$ cat config.mk
export PLATFORM = sky130hd
export DESIGN_NAME = isp_ctrl
export DESIGN_NICKNAME = d
export VERILOG_FILES = /design/src/rtl/isp_ctrl.sv
export SDC_FILE = /design/constraint.sdc
export NUM_CORES = 1
export LEC_CHECK = 0
export BUFFER_PORTS_ARGS = -buffer_cell sky130_fd_sc_hd__buf_2
export CORE_MARGIN = 10
export CORE_UTILIZATION = 53
export DETAILED_ROUTE_END_ITERATION = 10
export PLACE_DENSITY_LB_ADDON = 0.15
export SYNTH_ARGS = -nofsm -noshare
export SYNTH_HDL_FRONTEND = slang
export SYNTH_SLANG_ARGS = --single-unit
$ cat constraint.sdc
create_clock -name clk -period 2.8 [get_ports clk]
set_clock_uncertainty 0.05 [all_clocks]
set_input_delay 0.56 -clock clk [delete_from_list [all_inputs] [get_ports clk]]
set_output_delay 0.56 -clock clk [all_outputs]
set_load 0.03 [all_outputs]
$ cat src/rtl/isp_ctrl.sv
`default_nettype none
// ============================================================================
//  Module   : isp_ctrl
//  Purpose  : Frame-level sequencer for the ISP datapath. Selects stage
//             enables and output routing per mode, runs the two-pass AWB
//             flow (statistics pass, then correction pass), holds the
//             white-balance gains between frames, checks the pixel count,
//             times out stalled phases and pulses finish_operation.
//  Revision : 1.0 - initial release
// ============================================================================
module isp_ctrl #(
  parameter int MODE_BIT_CNT = 2,
  parameter int GAIN_BIT_CNT = 10,
  parameter int SIZE_BIT_CNT = 5,
  parameter int TIMEOUT      = 4096
) (
  input  logic                    clk,
  input  logic                    rst,
  input  logic                    start,
  input  logic [MODE_BIT_CNT-1:0] mode,
  input  logic [SIZE_BIT_CNT-1:0] size_i,
  input  logic                    src_valid,
  input  logic                    src_last_pic,
  input  logic                    gain_valid_i,
  input  logic [GAIN_BIT_CNT-1:0] k_r_i,
  input  logic [GAIN_BIT_CNT-1:0] k_g_i,
  input  logic [GAIN_BIT_CNT-1:0] k_b_i,
  input  logic                    sink_last_pic,
  output logic                    busy,
  output logic [1:0]              route_sel,
  output logic [5:0]              stage_en,
  output logic                    frame_req,
  output logic [GAIN_BIT_CNT-1:0] k_r_o,
  output logic [GAIN_BIT_CNT-1:0] k_g_o,
  output logic [GAIN_BIT_CNT-1:0] k_b_o,
  output logic                    gain_load_o,
  output logic                    finish_operation,
  output logic                    err
);

  localparam int CNT_W = SIZE_BIT_CNT + 1;
  // Wide enough to hold 2^size for every representable size value.
  localparam int TGT_W = (1 << SIZE_BIT_CNT) + 1;
  localparam int TMO_W = $clog2(TIMEOUT + 1);

  localparam logic [GAIN_BIT_CNT-1:0] C_GAIN_ONE = GAIN_BIT_CNT'(256);

  localparam logic [1:0] C_ROUTE_RAW  = 2'd0;
  localparam logic [1:0] C_ROUTE_DEN  = 2'd1;
  localparam logic [1:0] C_ROUTE_STAT = 2'd2;
  localparam logic [1:0] C_ROUTE_WB   = 2'd3;

  // stage_en bit order: gamma, wb, gain, mean, den, dem
  localparam logic [5:0] C_EN_NONE  = 6'b000000;
  localparam logic [5:0] C_EN_STAT  = 6'b001111;
  localparam logic [5:0] C_EN_WB    = 6'b110011;
  localparam logic [5:0] C_EN_CLEAN = 6'b000011;

  typedef enum logic [2:0] {
    IDLE      = 3'd0,
    STAT      = 3'd1,
    WAIT_GAIN = 3'd2,
    REPLAY    = 3'd3,
    RUN       = 3'd4,
    DRAIN     = 3'd5,
    DONE      = 3'd6
  } state_t;

  state_t                  state_q;
  logic [SIZE_BIT_CNT-1:0] size_q;
  logic [CNT_W-1:0]        cnt_q;
  logic [TMO_W-1:0]        tmo_q;

  logic [TGT_W-1:0]        cnt_inc;
  logic [TGT_W-1:0]        cnt_target;
  logic                    cnt_bad;
  logic                    tmo_hit;

  // Pixel-count check on the last beat and idle-timeout detection.
  assign cnt_inc    = TGT_W'(cnt_q) + TGT_W'(1);
  assign cnt_target = TGT_W'(1) << size_q;
  assign cnt_bad    = (cnt_inc != cnt_target);
  assign tmo_hit    = (tmo_q == TMO_W'(TIMEOUT - 1));

  // Sequencer: state, counters and every registered output.
  always_ff @(posedge clk or posedge rst) begin
    if (rst) begin
      state_q          <= IDLE;
      size_q           <= '0;
      cnt_q            <= '0;
      tmo_q            <= '0;
      busy             <= 1'b0;
      route_sel        <= C_ROUTE_RAW;
      stage_en         <= C_EN_NONE;
      frame_req        <= 1'b0;
      gain_load_o      <= 1'b0;
      finish_operation <= 1'b0;
      err              <= 1'b0;
      k_r_o            <= C_GAIN_ONE;
      k_g_o            <= C_GAIN_ONE;
      k_b_o            <= C_GAIN_ONE;
    end else begin
      frame_req        <= 1'b0;
      gain_load_o      <= 1'b0;
      finish_operation <= 1'b0;

      case (state_q)
        IDLE: begin
          tmo_q <= '0;
          if (start) begin
            size_q <= size_i;
            cnt_q  <= '0;
            err    <= 1'b0;
            busy   <= 1'b1;
            case (mode)
              2'd0: begin
                state_q   <= RUN;
                route_sel <= C_ROUTE_RAW;
                stage_en  <= C_EN_NONE;
              end
              2'd1: begin
                state_q   <= STAT;
                route_sel <= C_ROUTE_STAT;
                stage_en  <= C_EN_STAT;
              end
              2'd2: begin
                // wb reloads the held gains as the pass begins
                state_q     <= RUN;
                route_sel   <= C_ROUTE_WB;
                stage_en    <= C_EN_WB;
                gain_load_o <= 1'b1;
              end
              default: begin
                state_q   <= RUN;
                route_sel <= C_ROUTE_DEN;
                stage_en  <= C_EN_CLEAN;
              end
            endcase
          end
        end

        STAT, RUN: begin
          if (src_valid) begin
            tmo_q <= '0;
            cnt_q <= cnt_q + CNT_W'(1);
            if (src_last_pic) begin
              // A wrong count is flagged but the frame still completes.
              if (cnt_bad) begin
                err <= 1'b1;
              end
              if (state_q == STAT) begin
                state_q <= WAIT_GAIN;
              end else if (sink_last_pic) begin
                state_q          <= DONE;
                finish_operation <= 1'b1;
              end else begin
                state_q <= DRAIN;
              end
            end
          end else if (tmo_hit) begin
            tmo_q            <= '0;
            err              <= 1'b1;
            state_q          <= DONE;
            finish_operation <= 1'b1;
          end else begin
            tmo_q <= tmo_q + TMO_W'(1);
          end
        end

        WAIT_GAIN: begin
          // A gain arriving on the timeout cycle still takes priority.
          if (gain_valid_i) begin
            tmo_q       <= '0;
            cnt_q       <= '0;
            k_r_o       <= k_r_i;
            k_g_o       <= k_g_i;
            k_b_o       <= k_b_i;
            frame_req   <= 1'b1;
            gain_load_o <= 1'b1;
            route_sel   <= C_ROUTE_WB;
            stage_en    <= C_EN_WB;
            state_q     <= REPLAY;
          end else if (tmo_hit) begin
            tmo_q            <= '0;
            err              <= 1'b1;
            state_q          <= DONE;
            finish_operation <= 1'b1;
          end else begin
            tmo_q <= tmo_q + TMO_W'(1);
          end
        end

        REPLAY: begin
          tmo_q   <= '0;
          cnt_q   <= '0;
          state_q <= RUN;
        end

        DRAIN: begin
          if (sink_last_pic) begin
            tmo_q            <= '0;
            state_q          <= DONE;
            finish_operation <= 1'b1;
          end else if (tmo_hit) begin
            tmo_q            <= '0;
            err              <= 1'b1;
            state_q          <= DONE;
            finish_operation <= 1'b1;
          end else begin
            tmo_q <= tmo_q + TMO_W'(1);
          end
        end

        DONE: begin
          tmo_q     <= '0;
          busy      <= 1'b0;
          route_sel <= C_ROUTE_RAW;
          stage_en  <= C_EN_NONE;
          state_q   <= IDLE;
        end

        default: begin
          state_q <= IDLE;
        end
      endcase
    end
  end

endmodule
`default_nettype wire

==> results by group <==
Detailed routing
  • Final ANT Viol Nets: 0
  • # DRC: 0
  • Mean number of vias per cell: about 5.6
  • Overall routed net length: ~8 mm
  • Initial DRC Count: 96
  • DR vias: approximately 2800
  • DR pass1 iterations: 4
  • Wirelength per Cell: about 16 um

Clocking
  • Postcts setup bufs: 0
  • Cts repair resizes: 0
  • Longest Clk Path Bufs: 2
  • H-Tree Level Count: 3
  • CTS clk-pin slew, worst paths: about 90 ps
  • CTS Sinks: 67
  • Skew-Pair Late Insertion Delay: roughly 350 ps
  • Num CTS Buffers: 9
  • TritonCTS clock tree: built
  • Cts-stage hold buffer count: 0
  • Root buf cell: clkbuf_8

Synth
  • Post-Syn Instances: roughly 340
  • Mean Syn Cell Area: between 10 and 15 um2
  • Post-synth EDFFs: 0
  • FF+latch count, synth: 67
  • Yosys cell types: 61
  • Async set or reset register ratio after synthesis: between 90% and 100%
  • Register area share after synthesis: around 48%
  • Synth top area cells: dfrtp_1, mux2_2, o21ai_0
  • Yosys warns: 0
  • Most common library cells after synthesis: dfrtp_1, mux2_2, nand2_1, nor2_1, o21ai_0
  • Cell with the most instances after synthesis: dfrtp_1
  • Netlist Area Pre-Place: approximately 0.0035 mm2
  • Main flop type after synthesis: dfrtp_1
  • Yosys top cell area share: 45.5%
  • Syn Nets: ~400
  • Dominant cell type by area after synthesis: dfrtp_1

Setup path
  • CP startpoint: state_q[1]
  • Worst setup EP type: flop
  • Crit path launch type: flop
  • Worst EP arrival: about 2500 ps
  • R2r worst-path depth: 5
  • R2R setup slack: 520 ps
  • Critical path class: flop to flop
  • Critical-path maximum fanout: 31
  • Critical Path Sink: k_g_o[6]
  • Largest stage delay on the critical path: ~700 ps
  • R2r startpoint: state_q[1]
  • Worst-path cell chain: nand2b_1, nor2_1, and2_1, buf_4, mux2_2
  • Crit path max-delay cell type: dfrtp_1
  • CP required: 2990 ps
  • Reg2reg end: k_g_o[6]

Final layout
  • Fin util: approximately two thirds
  • Layout cell share with drive strength beyond 1: between 30 and 40%
  • Antenna diode count: 0
  • Final net count: about 480
  • Area delta synth->final: 18.8%

Power
  • Pleak: approximately 2.0 nW
  • Cell Pwr Density: ~1000 mW/mm2
  • Peak VDD IR: approximately 0.80 mV

STA
  • Count of pins over their slew limit: 0
  • Final hold slack: 233 ps
  • Final setup margin: 519 ps
  • Max Fclk: between 400 and 500 MHz
  • Unrepaired setup endpoints after global routing: false
  • Fin crit period: roughly 2300 ps
  • Final hold vios: 0
  • Final TNS setup: 0 ps
  • Setup violations, final: 0
  • Measured slew at the worst slew-check pin: 685 ps
  • Rel. slew slack: between 50% and 60%
  • Period utilization: between 80% and 90%

GRT
  • All-Layer GR Usage: between 10% and 20%
  • Total gr overflow: 0
  • First-pass GRT wire length: roughly 13 mm
  • Largest net degree at the start of global routing: 68
  • Vias in the first global route: ~2700
  • Initial antenna violation count: 0

Floorplanning
  • Site row count: 29
  • Die area: about 0.01 mm2
  • Initial Util: 55.1%
  • Die Ht: between 100 and 150 um
  • Die span in x: 101 um
  • Top-Level Pins: 87
  • Core Footprint: between 0.006 and 0.007 mm2

Status
  • Status: complete, no violations

Place
  • Gpl congestion: 0.857
  • PortBufs: 86
  • DP Wirelength: 5.95 mm
  • Place WS: 530 ps

Flow run
  • Max_cap viols: 0

Min path
  • Hold Crit Class: primary input to asynchronous set/reset pin
how the worst min path moves through the flow:
stage                to  cells past startpoint  slack [ps]     start
6_report       k_g_o[5]                      3         230       rst
5_1_grt        k_b_o[6]                      3         250       rst
4_1_cts        k_r_o[0]                      3         230       rst
3_5_place_dp       busy                      1         410      busy
3_3_place_gp   k_b_o[0]                      1         410  k_b_o[0]
2_1_floorplan  cnt_q[5]                      1         430  cnt_q[5]
cell families after synthesis:
kind of cell / count (synthesis) / synth area share, %
mux: 36 / 11.4
simple gates: 112 / 16.7
compound gates: 78 / 14.5
xor+xnor: 10 / 2.49
fa+ha+maj: 7 / 2.49
flops: 67 / 47.7
buf+inv: 33 / 4.66
layer usage:
layer | share of wire (%) | vias to the layer above | GRT usage [%]
li1 | - | 1381 | -
met1 | 47 | 1343 | 20.7
met2 | 45 | 87 | 23.7
met3 | 7.3 | 7 | 5.38
met4 | 1.1 | 0 | 4.50
met5 | 0 | - | 0
layout by cell type, fill, tap and decap left out, drive strengths merged, types with 4 or more instances in the layout:
| cell | count |
|---|---|
| buf | 90 |
| dfrtp | 64 |
| mux2 | 34 |
| nand2 | 26 |
| o21ai | 26 |
| nor2 | 24 |
| inv | 16 |
| nand3 | 14 |
| a21oi | 14 |
| nor2b | 12 |
| clkbuf | 9 |
| ha | 7 |
| a21o | 7 |
| nand2b | 6 |
| nor3 | 6 |
| nand4 | 5 |
| xor2 | 5 |
| xnor2 | 5 |
| and3 | 5 |
| a31o | 4 |
critical path, delay by kind of cell (launching register included):
family                 cells  cell delay, ps
flip-flops                 1             690
AND/OR/NAND/NOR            3             670
multiplexers               1             390
buffers and inverters      1             350
report_power, final:
group	switching (mW)	internal, mW	leakage, nW
clock network	0.412	0.428	0.103
logic	1.20	0.715	1.03
registers	0.308	1.32	0.845
total	1.92	2.47	1.98
per-stage QoR:
| step | instance area, um2 | power (mW) | std cells |
|---|---|---|---|
| 2_1_floorplan | 3520 | 3.08 | 343 |
| 3_3_place_gp | 3970 | 3.55 | 490 |
| 3_5_place_dp | 3970 | 3.59 | 490 |
| 4_1_cts | 4180 | 4.44 | 506 |
| 5_1_grt | 4180 | 4.69 | 506 |
| 6_report | 4180 | 4.39 | 506 |
cell type report:
class,count,area [um2]
clock buffers,9,124
clock inverters,7,83.8
fillers,535,2200
inverters,13,48.8
multi-input cells,243,1680
flip-flops and latches,67,1680
well taps,77,96.3
repair buffers,90,473
registers in the layout (all words and copies together), names as in the netlist, 2 cells and up:
| signal | count |
|---|---|
| tmo_q | 13 |
| k_b_o | 10 |
| k_g_o | 10 |
| k_r_o | 10 |
| cnt_q | 6 |
| size_q | 5 |
| stage_en | 3 |
| state_q | 3 |
| route_sel | 2 |
(Power assumes the default switching activity.)
